`config.mk`:
```
export PLATFORM = sky130hd
export DESIGN_NAME = irq_ctrl
export DESIGN_NICKNAME = d
export VERILOG_FILES = /design/src/rtl/irq_pkg.sv /design/src/rtl/irq_sync.sv /design/src/rtl/irq_ctrl.sv
export SDC_FILE = /design/constraint.sdc
export NUM_CORES = 1
export LEC_CHECK = 0
export CORE_ASPECT_RATIO = 0.8
export CORE_MARGIN = 5
export CORE_UTILIZATION = 32
export CTS_CLUSTER_DIAMETER = 100
export DETAILED_ROUTE_END_ITERATION = 8
export PLACE_DENSITY = 0.77
export SETUP_SLACK_MARGIN = 0.5
export SYNTH_ARGS = -nofsm -noshare
export SYNTH_HDL_FRONTEND = slang
export SYNTH_SLANG_ARGS = --single-unit
```
`constraint.sdc`:
```
create_clock -name clk_i -period 1.3 [get_ports clk_i]
set_input_delay 0.13 -clock clk_i [delete_from_list [all_inputs] [get_ports clk_i]]
set_output_delay 0.13 -clock clk_i [all_outputs]
set_load 0.005 [all_outputs]
```
`src/rtl/irq_pkg.sv`:
```
// Shared types and constants for the machine-level interrupt controller:
// FSM state encoding, pending-bit indices, default cause codes, priority select.
package irq_pkg;

  typedef enum logic [1:0] {
    IDLE = 2'd0,
    REQ  = 2'd1,
    BUSY = 2'd2
  } irq_state_e;

  localparam int IRQ_MSI = 0;
  localparam int IRQ_MTI = 1;
  localparam int IRQ_MEI = 2;

  localparam logic [3:0] CODE_MSI_DEF = 4'd3;
  localparam logic [3:0] CODE_MTI_DEF = 4'd7;
  localparam logic [3:0] CODE_MEI_DEF = 4'd11;

  // RISC-V priority is MEI > MSI > MTI, which is not the bit order of mip.
  function automatic logic [3:0] irq_prio_sel(
    input logic [2:0] elig,
    input logic [3:0] code_msi,
    input logic [3:0] code_mti,
    input logic [3:0] code_mei
  );
    logic [3:0] code;
    code = 4'd0;
    if (elig[IRQ_MEI]) begin
      code = code_mei;
    end else if (elig[IRQ_MSI]) begin
      code = code_msi;
    end else if (elig[IRQ_MTI]) begin
      code = code_mti;
    end
    return code;
  endfunction

endpackage

```
`src/rtl/irq_sync.sv`:
```
// Parameterised 2-flop synchronizer with active-high asynchronous reset to 0.
module irq_sync #(
  parameter int W = 1
) (
  input  logic         clk_i,
  input  logic         rst_i,
  input  logic [W-1:0] d_i,
  output logic [W-1:0] q_o
);

  logic [W-1:0] meta_q;
  logic [W-1:0] sync_q;

  always_ff @(posedge clk_i or posedge rst_i) begin
    if (rst_i) begin
      meta_q <= '0;
      sync_q <= '0;
    end else begin
      meta_q <= d_i;
      sync_q <= meta_q;
    end
  end

  assign q_o = sync_q;

endmodule

```
`src/rtl/irq_ctrl.sv`:
```
// Machine-level local interrupt controller: samples clint/PLIC lines, masks, prioritises,
// and raises one held request until the trap returns. IRQ_CTRL_SYNC_EN adds input synchronizers.
module irq_ctrl
  import irq_pkg::*;
#(
  parameter int XLEN     = 32,
  parameter int CODE_MSI = 3,
  parameter int CODE_MTI = 7,
  parameter int CODE_MEI = 11
) (
  input  logic            clk_i,
  input  logic            rst_i,
  input  logic            timer_irq_i,
  input  logic            sw_irq_i,
  input  logic            ext_irq_i,
  input  logic [2:0]      mie_i,
  input  logic            global_ie_i,
  output logic            irq_req_o,
  output logic [XLEN-1:0] irq_cause_o,
  input  logic            irq_ack_i,
  input  logic            trap_ret_i,
  output logic [2:0]      mip_o
);

  localparam logic [3:0] C_MSI = 4'(CODE_MSI);
  localparam logic [3:0] C_MTI = 4'(CODE_MTI);
  localparam logic [3:0] C_MEI = 4'(CODE_MEI);

  if (XLEN < 5) begin : g_xlen_check
    $error("irq_ctrl: XLEN must be at least 5");
  end

  logic [2:0]      raw_irq;
  logic [2:0]      irq_s;
  logic [2:0]      mip_d;
  logic [2:0]      mip_q;
  logic [2:0]      eligible;
  logic [XLEN-1:0] cause_d;
  logic [XLEN-1:0] cause_q;
  logic            req_q;
  irq_state_e      state_q;

  always_comb begin
    raw_irq          = 3'b000;
    raw_irq[IRQ_MSI] = sw_irq_i;
    raw_irq[IRQ_MTI] = timer_irq_i;
    raw_irq[IRQ_MEI] = ext_irq_i;
  end

`ifdef IRQ_CTRL_SYNC_EN
  irq_sync #(
    .W(3)
  ) u_sync (
    .clk_i (clk_i),
    .rst_i (rst_i),
    .d_i   (raw_irq),
    .q_o   (irq_s)
  );
`else
  assign irq_s = raw_irq;
`endif

  // Pending bits are level: they follow the (possibly synchronized) lines each cycle.
  assign mip_d = irq_s;

  always_ff @(posedge clk_i or posedge rst_i) begin
    if (rst_i) begin
      mip_q <= 3'b000;
    end else begin
      mip_q <= mip_d;
    end
  end

  assign eligible = global_ie_i ? (mip_q & mie_i) : 3'b000;

  always_comb begin
    cause_d         = '0;
    cause_d[XLEN-1] = 1'b1;
    cause_d[3:0]    = irq_prio_sel(eligible, C_MSI, C_MTI, C_MEI);
  end

  // Once raised, the request and its cause are frozen until acknowledged;
  // BUSY then blocks new requests until mret retires.
  always_ff @(posedge clk_i or posedge rst_i) begin
    if (rst_i) begin
      state_q <= IDLE;
      req_q   <= 1'b0;
      cause_q <= '0;
    end else begin
      case (state_q)
        IDLE: begin
          if (eligible != 3'b000) begin
            state_q <= REQ;
            req_q   <= 1'b1;
            cause_q <= cause_d;
          end
        end
        REQ: begin
          if (irq_ack_i) begin
            state_q <= BUSY;
            req_q   <= 1'b0;
          end
        end
        BUSY: begin
          if (trap_ret_i) begin
            state_q <= IDLE;
          end
        end
        default: begin
          state_q <= IDLE;
          req_q   <= 1'b0;
        end
      endcase
    end
  end

  assign irq_req_o   = req_q;
  assign irq_cause_o = cause_q;
  assign mip_o       = mip_q;

endmodule

```
# Word level (Yosys, flattened, before mapping)
# Cells that the tools add are included.
[word_totals]
register_bits = 11
in_bits = 11
output_inout_bits = 36
[classes]
n_eq_ne = 5
n_mux = 11
n_bitwise = 2
n_reduce_logical = 5
[op_table]
columns = ["op", "n"]
rows = [
  ["$mux 3", 3],
  ["$mux 2", 3],
  ["$ne 2x2->1 const B", 3],
  ["$pmux 2 s3", 1],
  ["$reduce_and 3->1", 2],
  ["$mux 4", 1],
  ["$and 3x3->3", 1],
  ["$pmux 1 s3", 1],
  ["$reduce_bool 3->1", 1],
  ["$eq 2x1->1 const B", 1],
  ["$eq 2x2->1 const B", 1],
  ["$logic_not 2->1", 1],
  ["$mux 1", 2],
  ["$reduce_and 2->1", 1],
  ["$not 1->1", 1],
]

# Longest topological paths before layout
[depth]
word_depth = 5
depth_mapped = 3

# Least setup slack after synthesis
# OpenSTA, ideal clock, no wires.
[synth_path]
path_kind = "register -> register"
start = "register state_q[1]"
end = "register cause_q[2] (netlist: irq_cause_o[2])"
t_arrival_ns = 1.035
t_required_ns = 1.181
path_slack_ns = 0.145
stages_incl_launch_ff = 3
synth_period_minus_slack_ns = 1.155
cell_sequence = "dfrtp_1 or3b_4 o22a_2"
[synth_between]
elab_chain_cells = 2
[synth_rtl]
columns = ["item", "line", "text"]
rows = [
  ["start, declared", "irq_ctrl.sv:41", "irq_state_e state_q;"],
  ["start signal, assigned", "irq_ctrl.sv:86", "state_q <= IDLE;"],
  ["start signal, assigned", "irq_ctrl.sv:93", "state_q <= REQ;"],
  ["start signal, assigned", "irq_ctrl.sv:100", "state_q <= BUSY;"],
  ["$logic_not 2->1", "irq_ctrl.sv:90", "case (state_q)"],
  ["$reduce_and 2->1 (no line)", "n/a", ""],
  ["end signal, assigned", "irq_ctrl.sv:95", "cause_q <= cause_d;"],
  ["end, declared", "irq_ctrl.sv:39", "logic [XLEN-1:0] cause_q;"],
]
# Every way passes these cells.
# A chain may end at the register's enable or synchronous reset.

# Worst setup path in the final report
[layout_path]
start = "register state_q[0]"
end = "register cause_q[2] (netlist: irq_cause_o[2])"
# Same word-level chain as after synthesis.

==> results <==
- The congestion estimate from routability-driven global placement came to 0.716.
- Of the cells placed in the final design, the portion with a size suffix greater than 1 is 34.4%.
- The all-layer global routing usage is 8.96%.
- Clock tree synthesis found a total of 10 sinks.
- The number of DRC violations after detailed-routing iteration 0 is 2.
- Synthesis instantiated 13 different standard cells from the library.
- The worst-case IR drop observed on VDD is 734 uV.
- In this run the tool buffered the top-level ports with 19 buffer cells.
- The clock latency on the worst-skew pair is 270 ps.
- The via count of the first global-routing pass is 440.
- The critical path in this run is classified as register to register.
- After clock tree synthesis, the clock-pin slew on the worst setup and hold paths is 70 ps.
- The clock tree buffer depth is 2.
- The total area of sequential cells is 250 um2.
- Timing would allow up to 850 MHz.
- The post-route clock skew is 5.37 ps.
- Across the run, the number of max-cap violations was 0.
- The shortest clock period the worst path allows after layout is 1180 ps.
- The per-cell routed wire length is 11.3 um.
- The type of the worst min-delay path is primary input to asynchronous set/reset pin.
- Summing all multi-input logic gate instances after layout gives 249 um2.
- sky130_fd_sc_hd__dfrtp_1 takes more of the synthesized area than any other cell.
- The worst setup slack before clock tree synthesis is -60.9 ps.
- In this run the cell area measured after placement is 694 um2.
- The post-DP HPWL is 985 um.
- The final number of max-transition violations came to 0.
- The die covers 0.00281 mm2.
- In the post-route analysis, the smallest setup slack over all paths is 124 ps.
- The flow ran to the end, and the final reports show no timing, DRC or antenna violations.
- The routed layout has 426 vias.
- The analysis attributes to cell leakage a power of 0.395 nW.
- After the last flow step, the layout net total stands at 102.
- The filler cells instantiated in the layout total 158.
- Summed over its instances, the top area cell type makes up 42.5% of the synthesized netlist area.
- The final-report setup violation count is 0.
- The core region is 0.00169 mm2.
- The number of buffers created by CTS is 3.
- The number of diodes is 0.
- The count of nets left with antenna violations once routing finished came out at 0.
- The number of antenna violations at the first check in global routing is 0.
- The worst hold-check slack is 124 ps.
- The portion of the post-synthesis area used by sequential elements is 42.5%.
- CTS built an H-tree with a depth of 1.
- The number of optimization iterations in the first detailed-route pass is 4.
- After technology mapping, the gate count stands at 60.
- The power per cell area is 1340 mW/mm2.
- Setup repair after global routing could not meet its margin everywhere.
- The finished cells cover 793 um2.
- After detailed routing, the number of remaining DRC violations is 0.
- For this run, the number of Yosys warnings is 0.
- STA puts the critical path data required time at 1460 ps.
- The data arrival time of the critical path is 1340 ps.
- The sum of routed wire length over all layers is 1270 um.
- The worst setup path is captured at a register.
- In this run the worst path has a maximum fanout of 5.
- The tree is rooted in a sky130_fd_sc_hd__clkbuf_4.
- The post-detailed-route via-to-cell ratio is 3.80.
- The synthesized area is 589 um2.
- Once the floorplan was initialized, standard cells occupied 34.8% of the core.
- The number of rows created at floorplan is 13.
- The library cells used most frequently in the layout, excluding fill and tap cells, are 27 x sky130_fd_sc_hd__conb_1, 10 x sky130_fd_sc_hd__clkdlybuf4s50_1, 10 x sky130_fd_sc_hd__dfrtp_1, 7 x sky130_fd_sc_hd__buf_2, 7 x sky130_fd_sc_hd__buf_4.
- Compared with the post-synthesis result, the final layout area differs by 34.6%.
- The floorplan step set the die height to 48.4 um.
- The kind of start point of the critical path is a register.
- For this run the aggregate overflow at the end of global routing stands at 0.
- Entering global routing, the biggest net connects 11 pins.
- During I/O placement, the number of pins put on the boundary was 47.
- The library cell used most frequently in the layout, excluding fill and tap cells, is sky130_fd_sc_hd__conb_1.
- Measured along the x axis, the die boundary spans 58.0 um.
- TritonCTS built the clock tree.
- The per-instance average area after synthesis is 9.82 um2.
- The final count of hold timing violations is 0.
- The wire length of the first global-routing pass is 1870 um.
- The post-synthesis sequential element count is 10.
- In the finished design, the share of the clock period the worst path needs comes to 90.5%.
- In the post-synthesis netlist, the biggest area contributors are sky130_fd_sc_hd__dfrtp_1 42%, sky130_fd_sc_hd__buf_4 36%, sky130_fd_sc_hd__o21ai_0 3.4%, sky130_fd_sc_hd__a21o_2 3.0%, sky130_fd_sc_hd__a22oi_1 2.5%.
[area by class of cell]
class / instances / area share (%)
inverter: 1 / 0.473
sequential: 10 / 31.5
clock buffer: 4 / 4.57
tap: 22 / 3.47
multi-input combinational: 47 / 31.4
timing repair buffer: 28 / 28.5
[cell usage after synthesis]
library cell	n
sky130_fd_sc_hd__a21oi_2	1
sky130_fd_sc_hd__nand2_1	4
sky130_fd_sc_hd__a22oi_1	2
sky130_fd_sc_hd__a21o_2	2
sky130_fd_sc_hd__buf_4	28
sky130_fd_sc_hd__nor2_1	3
sky130_fd_sc_hd__o21ai_0	4
sky130_fd_sc_hd__o22a_2	1
sky130_fd_sc_hd__or2_1	2
sky130_fd_sc_hd__or3b_4	1
sky130_fd_sc_hd__inv_1	1
sky130_fd_sc_hd__conb_1	1
sky130_fd_sc_hd__dfrtp_1	10
[cells by family (layout without fill, tap and decap cells)]
kind of cell           after synthesis  after routing  synth area share, %
AOI/OAI and AO/OA                   10             10                 12.1
buffers and inverters               29             33                 36.3
DFF                                 10             10                 42.5
other                                1             27                0.636
and+or+nand+nor                     10             10                 8.49
[registers in the layout (all words and copies together) (netlist names)]
register and cells:
irq_cause_o 4, state_q 2, mip_o 3, irq_req_o 1
[through the flow]
stage	power [mW]	cells	setup TNS, ps	util (%)
after floorplan	0.600	86	0	-
after global placement	0.690	99	-216	41.1
after detailed placement	0.701	99	-283	41.1
after CTS	0.997	110	0	45.0
after global routing	1.12	112	0	46.9
final	1.07	112	0	46.9
[path summary, 6_finish.rpt]
kind	start	to	slack, ps	cells after the start
max in group asynchronous	rst_i	irq_cause_o[3]	900	2
worst min register to register	irq_cause_o[1]	irq_cause_o[1]	490	1
worst min-delay path	rst_i	irq_req_o	120	2
worst max register to register	state_q[0]	irq_cause_o[2]	120	2
worst max-delay path	state_q[0]	irq_cause_o[2]	120	2
min in group clk_i	sw_irq_i	mip_o[0]	300	1
[per-layer routing]
metal  track usage (%)  up-vias  share of wire, %  wire length [um]
li1                  -      196                 -                 -
met1              7.22      194                32               412
met2              17.1       32                52               663
met3              3.70        4                13               167
met4              5.79        0               2.0                26
met5                 0        -                 0                 0
[report_power, final]
part / total, mW / switching [mW] / internal (mW)
Sequential: 0.415 / 0.0377 / 0.377
Combinational: 0.368 / 0.157 / 0.211
Clock: 0.283 / 0.113 / 0.170
Total: 1.07 / 0.307 / 0.758
[worst max-delay path, cell delays in order, from the launching register on]
cell and delay (ps):
sky130_fd_sc_hd__dfrtp_1 390, sky130_fd_sc_hd__or3b_4 450, sky130_fd_sc_hd__o22a_2 240
[repair_timing]
| action | 4_1_cts | 5_1_grt |
|---|---|---|
| gates resized for setup | 35 | 9 |
| pin swaps | 4 | 2 |
| setup buffers | 7 | 2 |
| cloned | 0 | 0 |
| hold buffers | 0 | 0 |
| setup endpoints to repair | 15 | 16 |
No activity file was read; power rests on OpenSTA's default activity.
